## src/rtl/rx_buffer_reader.sv

```systemverilog
// rx_buffer_reader: read-side sequencer for the 512 x 64-bit Ethernet receive ring
// Ports: clk, reset_n (async, active-low); enable gates the start of new frames;
//   commited_wr_address is the writer's next-header pointer; rd_addr/rd_data form
//   the ring read port (1-cycle latency); rd_addr_extended returns freed space;
//   out_* is the valid/ready frame stream; frames_read and ring_error are status.
module rx_buffer_reader #(
  parameter int MAX_BYTES = 4088
) (
  input  logic        clk,
  input  logic        reset_n,
  input  logic        enable,
  input  logic [9:0]  commited_wr_address,
  output logic [8:0]  rd_addr,
  input  logic [63:0] rd_data,
  output logic [9:0]  rd_addr_extended,
  output logic [63:0] out_data,
  output logic        out_valid,
  input  logic        out_ready,
  output logic        out_sof,
  output logic        out_eof,
  output logic [15:0] out_len,
  output logic [3:0]  out_last_bytes,
  output logic [31:0] frames_read,
  output logic        ring_error
);
  typedef enum logic [1:0] {IDLE, HDR, DATA, RELEASE} state_t;
  state_t r_state, w_next;
  logic [9:0] r_hdr_ptr, r_data_ptr, r_words_left, r_next_ptr, r_rd_ext;
  logic [15:0] r_len;
  logic [31:0] r_frames;
  logic r_err, r_p, r_p_sof, r_p_eof;
  logic [65:0] r_s0, r_s1;
  logic [1:0] r_cnt;
  logic [31:0] w_bc;
  logic [9:0] w_nwords, w_hdr_inc;
  logic w_bad, w_zero, w_empty, w_valid, w_pop, w_room, w_issue;
  logic [65:0] w_in, w_head;
  assign w_bc = rd_data[63:32];
  assign w_bad = w_bc > 32'(MAX_BYTES);
  assign w_zero = w_bc == 32'd0;
  assign w_nwords = w_bc[12:3] + {9'd0, |w_bc[2:0]};
  assign w_hdr_inc = r_hdr_ptr + 10'd1;
  assign w_empty = r_hdr_ptr == commited_wr_address;
  // The header cycle speculatively reads the first data word; it is only
  // tagged as pending when the header turns out to describe a real frame.
  assign rd_addr = (r_state == DATA) ? r_data_ptr[8:0] : (r_state == HDR) ? w_hdr_inc[8:0] : r_hdr_ptr[8:0];
  // Word arriving from the ring bypasses the skid buffer when it is empty.
  assign w_in = {r_p_sof, r_p_eof, rd_data};
  assign w_head = (r_cnt != 2'd0) ? r_s0 : w_in;
  assign w_valid = (r_cnt != 2'd0) || r_p;
  assign w_pop = w_valid && out_ready;
  // A new read lands next cycle; buffered plus in-flight words after this
  // edge must leave one free slot for it even if the consumer then stalls.
  assign w_room = ({1'b0, r_cnt} + {2'd0, r_p}) <= ({2'd0, w_pop} + 3'd1);
  assign w_issue = (r_state == DATA) && (r_words_left != 10'd0) && w_room;
  assign out_data = w_head[63:0];
  assign out_valid = w_valid;
  assign out_sof = w_valid && w_head[65];
  assign out_eof = w_valid && w_head[64];
  assign out_len = r_len;
  assign out_last_bytes = (r_len[2:0] != 3'd0) ? {1'b0, r_len[2:0]} : 4'd8;
  assign rd_addr_extended = r_rd_ext;
  assign frames_read = r_frames;
  assign ring_error = r_err;
  always_ff @(posedge clk or negedge reset_n) begin
    if (!reset_n) r_state <= IDLE;
    else r_state <= w_next;
  end
  always_comb begin
    w_next = r_state;
    case (r_state)
      IDLE:    w_next = (enable && !w_empty) ? HDR : IDLE;
      HDR:     w_next = w_bad ? IDLE : w_zero ? RELEASE : DATA;
      DATA:    w_next = (w_pop && w_head[64]) ? RELEASE : DATA;
      default: w_next = IDLE;
    endcase
  end
  always_ff @(posedge clk or negedge reset_n) begin
    if (!reset_n) begin
      r_hdr_ptr <= '0;
      r_data_ptr <= '0;
      r_words_left <= '0;
      r_next_ptr <= '0;
      r_rd_ext <= '0;
      r_len <= '0;
      r_frames <= '0;
      r_err <= 1'b0;
      r_p <= 1'b0;
      r_p_sof <= 1'b0;
      r_p_eof <= 1'b0;
      r_s0 <= '0;
      r_s1 <= '0;
      r_cnt <= '0;
    end else begin
      r_p <= w_issue || (r_state == HDR && !w_bad && !w_zero);
      r_p_sof <= r_state == HDR;
      r_p_eof <= (r_state == HDR) ? (w_nwords == 10'd1) : (r_words_left == 10'd1);
      if (r_state == HDR) begin
        r_len <= w_bc[15:0];
        r_data_ptr <= r_hdr_ptr + 10'd2;
        r_words_left <= w_nwords - 10'd1;
        r_next_ptr <= w_hdr_inc + w_nwords;
        if (w_bad) begin
          r_err <= 1'b1;
          r_hdr_ptr <= commited_wr_address;
          r_rd_ext <= commited_wr_address;
        end
      end
      if (w_issue) begin
        r_data_ptr <= r_data_ptr + 10'd1;
        r_words_left <= r_words_left - 10'd1;
      end
      if (r_state == RELEASE) begin
        r_hdr_ptr <= r_next_ptr;
        r_rd_ext <= r_next_ptr;
        r_frames <= r_frames + {31'd0, r_len != 16'd0};
      end
      // Two-entry skid FIFO: r_s0 is the head, r_s1 the tail.
      if (r_cnt == 2'd0) begin
        if (r_p && !w_pop) r_s0 <= w_in;
      end else if (r_cnt == 2'd1) begin
        if (w_pop) r_s0 <= w_in;
        else r_s1 <= w_in;
      end else if (w_pop) begin
        r_s0 <= r_s1;
        r_s1 <= w_in;
      end
      r_cnt <= r_cnt + {1'b0, r_p} - {1'b0, w_pop};
    end
  end
endmodule

```

## config.mk

```make
export PLATFORM = sky130hd
export DESIGN_NAME = rx_buffer_reader
export DESIGN_NICKNAME = d
export VERILOG_FILES = /design/src/rtl/rx_buffer_reader.sv
export SDC_FILE = /design/constraint.sdc
export NUM_CORES = 1
export LEC_CHECK = 0
export CAP_MARGIN = 20
export CORE_UTILIZATION = 35
export DETAILED_ROUTE_END_ITERATION = 10
export PLACE_DENSITY = 0.53
export SLEW_MARGIN = 20
export SYNTH_ARGS = -nofsm -noshare
export SYNTH_HDL_FRONTEND = slang
export SYNTH_SLANG_ARGS = --single-unit
```

## constraint.sdc

```tcl
create_clock -name clk -period 5.95 [get_ports clk]
set_input_delay 1.19 -clock clk [delete_from_list [all_inputs] [get_ports clk]]
set_output_delay 1.19 -clock clk [all_outputs]
set_load 0.1 [all_outputs]
```

==> PnR_summary.wiki <==
{| class="wikitable"
! Metric !! Value
|-
| Fraction of layout instances using a drive strength above 1 || 10.79%
|-
| Endpoint kind of the worst setup timing path || output port
|-
| Worst slew pin tran || around 1.1 ns
|-
| Largest net degree at the start of global routing || 99
|-
| Die area || 35580 um2
|-
| Antenna diode instance count || 0
|-
| Headroom to the max-slew limit || approximately 28%
|-
| Effective utilization at floorplan || 35.99%
|-
| Critical setup path kind || reg2out
|-
| Final core utilization || 46.28%
|-
| Hold/Removal Path Class || reg2reg
|-
| Element type at the critical path start || flop
|-
| Total instance count after detailed placement || 1911
|-
| Final Hold Violating Endpoints || 0
|-
| Most repeated cell in the gate-level netlist after synthesis || sky130_fd_sc_hd__nand2_1
|-
| Cts bufs inserted || 27
|-
| Pre-antenna DRT Iters || 6
|-
| Buffer type at the clock tree root || sky130_fd_sc_hd__clkbuf_16
|-
| Clock Latency Late Sink || 0.53 ns
|-
| IO Pins || 217
|-
| IO buf count || 216
|-
| Global route overflow || 0
|-
| Most instantiated cells after synthesis || sky130_fd_sc_hd__nand2_1, sky130_fd_sc_hd__dfrtp_1, sky130_fd_sc_hd__mux2i_1
|-
| CTS tree || yes
|-
| Netlist area before placement || 12190 um2
|-
| Final-report max-slew violation count || 0
|-
| Post-layout net count || 1596
|-
| Final WL || 33160 um
|-
| Worst Setup Slack, final || approximately 0.84 ns
|-
| Slowest stage cell on the critical path || sky130_fd_sc_hd__clkdlybuf4s50_1
|-
| Count of distinct cell types in the synthesized netlist || 64
|-
| Count of flip-flops with a built-in enable after synthesis || 0
|-
| Maximum vdd ir drop || just over 0.5 mV
|-
| Total number of placement rows || 67
|-
| Die width || 188.6 um
|-
| Area delta synth->final || 28.58%
|-
| Mean routed wirelength per cell || ~17 um
|-
| Req. time, crit path || roughly 4.8 ns
|-
| Pre-CTS setup slack || 0.9539 ns
|-
| Final RePlAce weighted congestion || 0.8574
|-
| Data arrival time of the critical path || 3.92 ns
|-
| Antenna violations before repair || 1
|-
| Wire length of the first global-routing pass || 53700 um
|-
| Post-cts sizing count || 0
|-
| Leading register cell type out of synthesis || sky130_fd_sc_hd__dfrtp_1
|-
| Final antenna-violating net count || 0
|-
| Status || finished clean
|-
| Synth Warn # || 0
|-
| Overall Global Routing Usage || between 10% and 20%
|-
| Clk sinks || 227
|-
| Synthesized net count || 1416
|-
| Critical path cell sequence || or2_2 > buf_4 > nand2_1 > nand2_1 > clkdlybuf4s50_1
|-
| Part of the Yosys area used for sequential elements || 46.60%
|-
| Hpwl dp || 22810 um
|-
| Total number of vias || between 9000 and 10000
|-
| Most prevalent standard cell on the critical path || sky130_fd_sc_hd__nand2_1
|-
| Post-layout instance count excluding filler cells || 1959
|-
| Avg Inst Size Synth || between 9 and 10 um2
|-
| Top cell type by total area after synthesis || sky130_fd_sc_hd__dfrtp_1
|-
| Lkg Pwr || 7.000 nW
|-
| Period utilization || 85.90%
|-
| Unrepaired setup endpoints after global routing || false
|-
| Drt drc || 0
|-
| Number of setup buffers added after CTS || 0
|-
| Areal power density over the cells || 607.6 nW/um2
|-
| Final TNS setup || 0 ns
|-
| Number of violations reported at the end of detailed-routing iteration 0 || 430
|-
| Fraction of registers with async set/reset || between 90% and 100%
|-
| Highest net fanout along the worst path || 42
|-
| Total of flip-flops plus latches after synthesis || 227
|-
| Slowest stage delay, CP || between 1 and 1.5 ns
|-
| Detail-routed via count per cell || roughly 5.0
|-
| Clock slew seen by the registers of the worst setup and hold paths || 0.06 ns
|-
| Top post-synthesis cells by area || sky130_fd_sc_hd__dfrtp_1, sky130_fd_sc_hd__nand2_1, sky130_fd_sc_hd__mux2i_1
|-
| Cts-stage hold buffer count || 0
|-
| Number of buffers on the longest clock path || 3
|-
| Via count of the first global-routing pass || 9641
|-
| Post-route clock skew || 0.007518 ns
|-
| Finish-stage setup viols || 0
|-
| Synth top area share || 46.60%
|-
| Number of H-tree branching levels || 1
|-
| Time the final worst path needs with I/O delays and setup || 5.111 ns
|-
| Die span in y || 188.6 um
|-
| Number of cells produced by synthesis || 1312
|-
| Max Clock Freq || a little under 0.2 GHz
|-
| # Max-Cap Violations || 0
|-
| Area of the core || 33870 um2
|}
[layout by cell type (no fill, tap or decap), types with 11 or more instances in the layout]
cell / n
sky130_fd_sc_hd__nor3_1: 20
sky130_fd_sc_hd__ha_1: 24
sky130_fd_sc_hd__clkbuf_16: 27
sky130_fd_sc_hd__mux2_2: 68
sky130_fd_sc_hd__clkbuf_8: 11
sky130_fd_sc_hd__dfrtp_1: 226
sky130_fd_sc_hd__nand2_1: 378
sky130_fd_sc_hd__nand4_1: 14
sky130_fd_sc_hd__inv_1: 21
sky130_fd_sc_hd__o21ai_0: 73
sky130_fd_sc_hd__o21ai_1: 22
sky130_fd_sc_hd__buf_4: 29
sky130_fd_sc_hd__nor2_1: 47
sky130_fd_sc_hd__clkdlybuf4s50_1: 200
sky130_fd_sc_hd__nand3_1: 31
sky130_fd_sc_hd__xnor2_1: 52
sky130_fd_sc_hd__xor2_1: 32
sky130_fd_sc_hd__a21oi_1: 19
sky130_fd_sc_hd__mux2i_1: 83
[worst paths after layout]
check	to	slack (ns)	start	depth (start not counted)
max in group asynchronous	r_s1[11]	4.11	reset_n	2
min reg2reg	ring_error	0.47	ring_error	1
max	out_data[11]	0.84	r_cnt[1]	5
min	ring_error	0.47	ring_error	1
min in group asynchronous	r_s0[26]	0.67	reset_n	1
max reg2reg	r_data_ptr[2]	1.85	r_cnt[1]	8
[per-stage QoR]
step	instance area, um2	hold WS, ns	power [mW]
floorplan	12190	0.4454	6.541
global placement	14720	0.4612	7.803
detailed placement	14720	0.4658	7.850
CTS	15680	0.4822	9.644
global route	15680	0.4954	10.03
finish	15680	0.4724	9.524
[registers in the layout, indices dropped and copies added (netlist names), 9 cells and up]
name	count
frames_read	32
out_len	16
r_data_ptr	9
r_next_ptr	10
r_s0	66
r_s1	66
r_words_left	10
rd_addr_extended	10
[power breakdown]
| part | internal [mW] | total, mW | switching [mW] |
|---|---|---|---|
| clock | 1.09 | 1.75 | 0.656 |
| combinational | 1.44 | 5.31 | 3.86 |
| sequential | 2.09 | 2.47 | 0.385 |
| total | 4.62 | 9.52 | 4.90 |
[cell families after synthesis]
logic type               Yosys count  share of synthesized area, %
adder cells (fa/ha/maj)           27                         2.874
AO/OA/AOI/OAI                    174                         8.560
buffers and inverters            103                         3.520
multiplexers                     151                         13.10
AND/OR/NAND/NOR                  546                         19.32
flip-flops                       227                         46.60
XOR/XNOR                          84                         6.035
[final cells by class]
cell class / instances / area, um2
flip-flops and latches: 227 / 5684
inverters: 22 / 82.58
repair buffers: 232 / 2275
multi-input cells: 982 / 6118
clock buffers: 39 / 830.8
well taps: 448 / 560.5
clock inverters: 9 / 123.9
fillers: 3329 / 18190
[critical path: cells and delay by family (launching register included)]
family | cells | cell delay [ns]
simple gates | 3 | 1.07
flops | 1 | 0.78
buf+inv | 2 | 1.52
[metal layers]
layer,up-vias,track usage [%],part of all wire (%)
met5,-,0,0.051
met4,2,5.304,2.1
met3,45,5.085,7.3
met2,242,28.44,43
met1,4600,26.03,48
li1,4828,-,-
No activity file was read; power rests on OpenSTA's default activity.
==> variant, RTL diff (config.mk and constraints unchanged) <==
Set the parameter `MAX_BYTES` to 3066 (it was 4088).
--- a/src/rtl/rx_buffer_reader.sv
+++ b/src/rtl/rx_buffer_reader.sv
@@ -5,5 +5,5 @@
 //   out_* is the valid/ready frame stream; frames_read and ring_error are status.
 module rx_buffer_reader #(
-  parameter int MAX_BYTES = 4088
+  parameter int MAX_BYTES = 3066
 ) (
   input  logic        clk,
Formal check against the unedited RTL: not equivalent (Yosys sat finds a counterexample within 4 cycles, from zero or initial values and one cycle with reset_n low).
==> variant against the unedited design <==
  * Final cell count shrank 1.1%
  * Combinational power about the same
  * Sequential cell count stayed put
  * Register-to-register slack improved by 0.40 ns
  * Hold slack better by 0.0013 ns
  * Worst setup slack worse by 0.078 ns
  * Power grew 0.78%
  * Cell area down 0.26%
  * Count of clock-buffer cells in the layout is the same
  * Area after synthesis shrank 0.68%
  * Synthesized cell count is 1.7% lower
  * Routed wire length is 1.8% higher
  * Highest routed layer is now met4
==> variant: results (changes against the unedited design) <==
[setup_path]
cp.arrival_ns = 4.00  ; +0.08 ns
r2r_end = r_words_left[7]
rrSetupSlack_ns = 2.25  ; +0.40 ns
reg2regPathDepth = 9  ; +1

[finish]
antennaDiodeCount = 0  ; unchanged
drive_gt1_share_pct = 10.4  ; -0.38 points
fillers = 3248  ; -2.4%

[global_routing]
grt_usage_pct = 19.1  ; +0.34 points
grt_max_degree = 131  ; +32%
grt_pass1_wl_um = 53900  ; +0.44%
grt_pass1_vias = 9488  ; -1.6%

[synthesis]
synthTopCellsByCount = 372 x nand2_1, 227 x dfrtp_1, 91 x o21ai_0, 80 x mux2i_1, 69 x mux2_2
ys_seq_area_share_pct = 46.9  ; +0.32 points
yosysUniqueCellTypes = 70  ; +9.4%
syn_nets = 1394  ; -1.6%
synthTopCellsByArea = dfrtp_1 47%, nand2_1 12%, mux2i_1 6.6%
syn_avg_cell_area_um2 = 9.39  ; +1.0%

[placement]
postPlaceCellArea_mm2 = 0.0147  ; -0.45%
post-dp-hpwl_um = 23400  ; +2.7%
dp_slack_ns = 1.25  ; +0.298 ns

[sta]
tightest_slew_ns = 1.08  ; +0.00572 ns
finClkSkew_ns = 0.00758  ; +0.0000628 ns
hold_slack_ns = 0.474  ; +0.00132 ns

[clock_network]
post_cts_buffers = 0  ; unchanged
cts-buffers-inserted = 28  ; +3.7%

[route]
detail_route.wl_per_cell_um = 17.4  ; +2.9%
drt_wl_total_um = 33700  ; +1.8%
drt_iter0_markers = 497  ; +16%
routed_via_density = 5.06  ; +2.0%

[hold_path]
hold_end = frames_read[31]
hp-start = frames_read[31]

[power_and_ir_drop]
p_leak_nw = 6.93  ; -1.0%
ir_drop_mv = 0.663  ; +28%

[status]
outcome = complete, no violations

variant: worst reg2reg max path, delay by kind of cell (launching register included):
kind	cells	cell delay, ns
flip-flops	1	0.71
AO/OA/AOI/OAI	4	1.48
AND/OR/NAND/NOR	4	0.99
adder cells (fa/ha/maj)	1	0.45
variant: area by class of cell:
cell class / instances / area share (%)
clock buffer: 39 / 5.01
tap: 448 / 3.59
multi-input combinational: 961 / 38.5
timing repair buffer: 231 / 15.0
sequential: 227 / 36.4
clock inverter: 12 / 1.09
inverter: 20 / 0.480
variant: report_power, final:
part | internal, mW | switching, mW
logic | 1.48 | 3.84
clock network | 1.09 | 0.675
registers | 2.09 | 0.426
total | 4.66 | 4.94
variant: worst max path at each step:
stage / cells past startpoint / from / endpoint / slack [ns]
finish: 5 / r_cnt[1] / out_data[50] / 0.76
global route: 5 / r_cnt[1] / out_data[50] / 0.54
CTS: 5 / r_cnt[1] / out_data[50] / 0.66
detailed placement: 14 / rd_data[34] / r_next_ptr[7] / 1.25
global placement: 5 / r_cnt[1] / out_data[50] / 1.30
floorplan: 4 / rd_addr_extended[1] / rd_addr[3] / 0.78
variant: routing by layer:
metal | global-route usage, % | share of wire [%] | wire, µm
met1 | 27.2 | 48 | 16200
met2 | 30.1 | 46 | 15400
met3 | 2.90 | 4.3 | 1440
met4 | 4.69 | 2.2 | 726
met5 | 0 | 0 | 0
variant: logic make-up after synthesis:
group | Yosys count | share of synthesized area, %
buffers and inverters | 102 | 3.62
and+or+nand+nor | 530 | 18.9
muxes | 149 | 13.0
xor gates and xnor gates | 83 | 6.00
adders and majority gates | 26 | 2.81
AOI/OAI and AO/OA | 173 | 8.68
DFF | 227 | 46.9
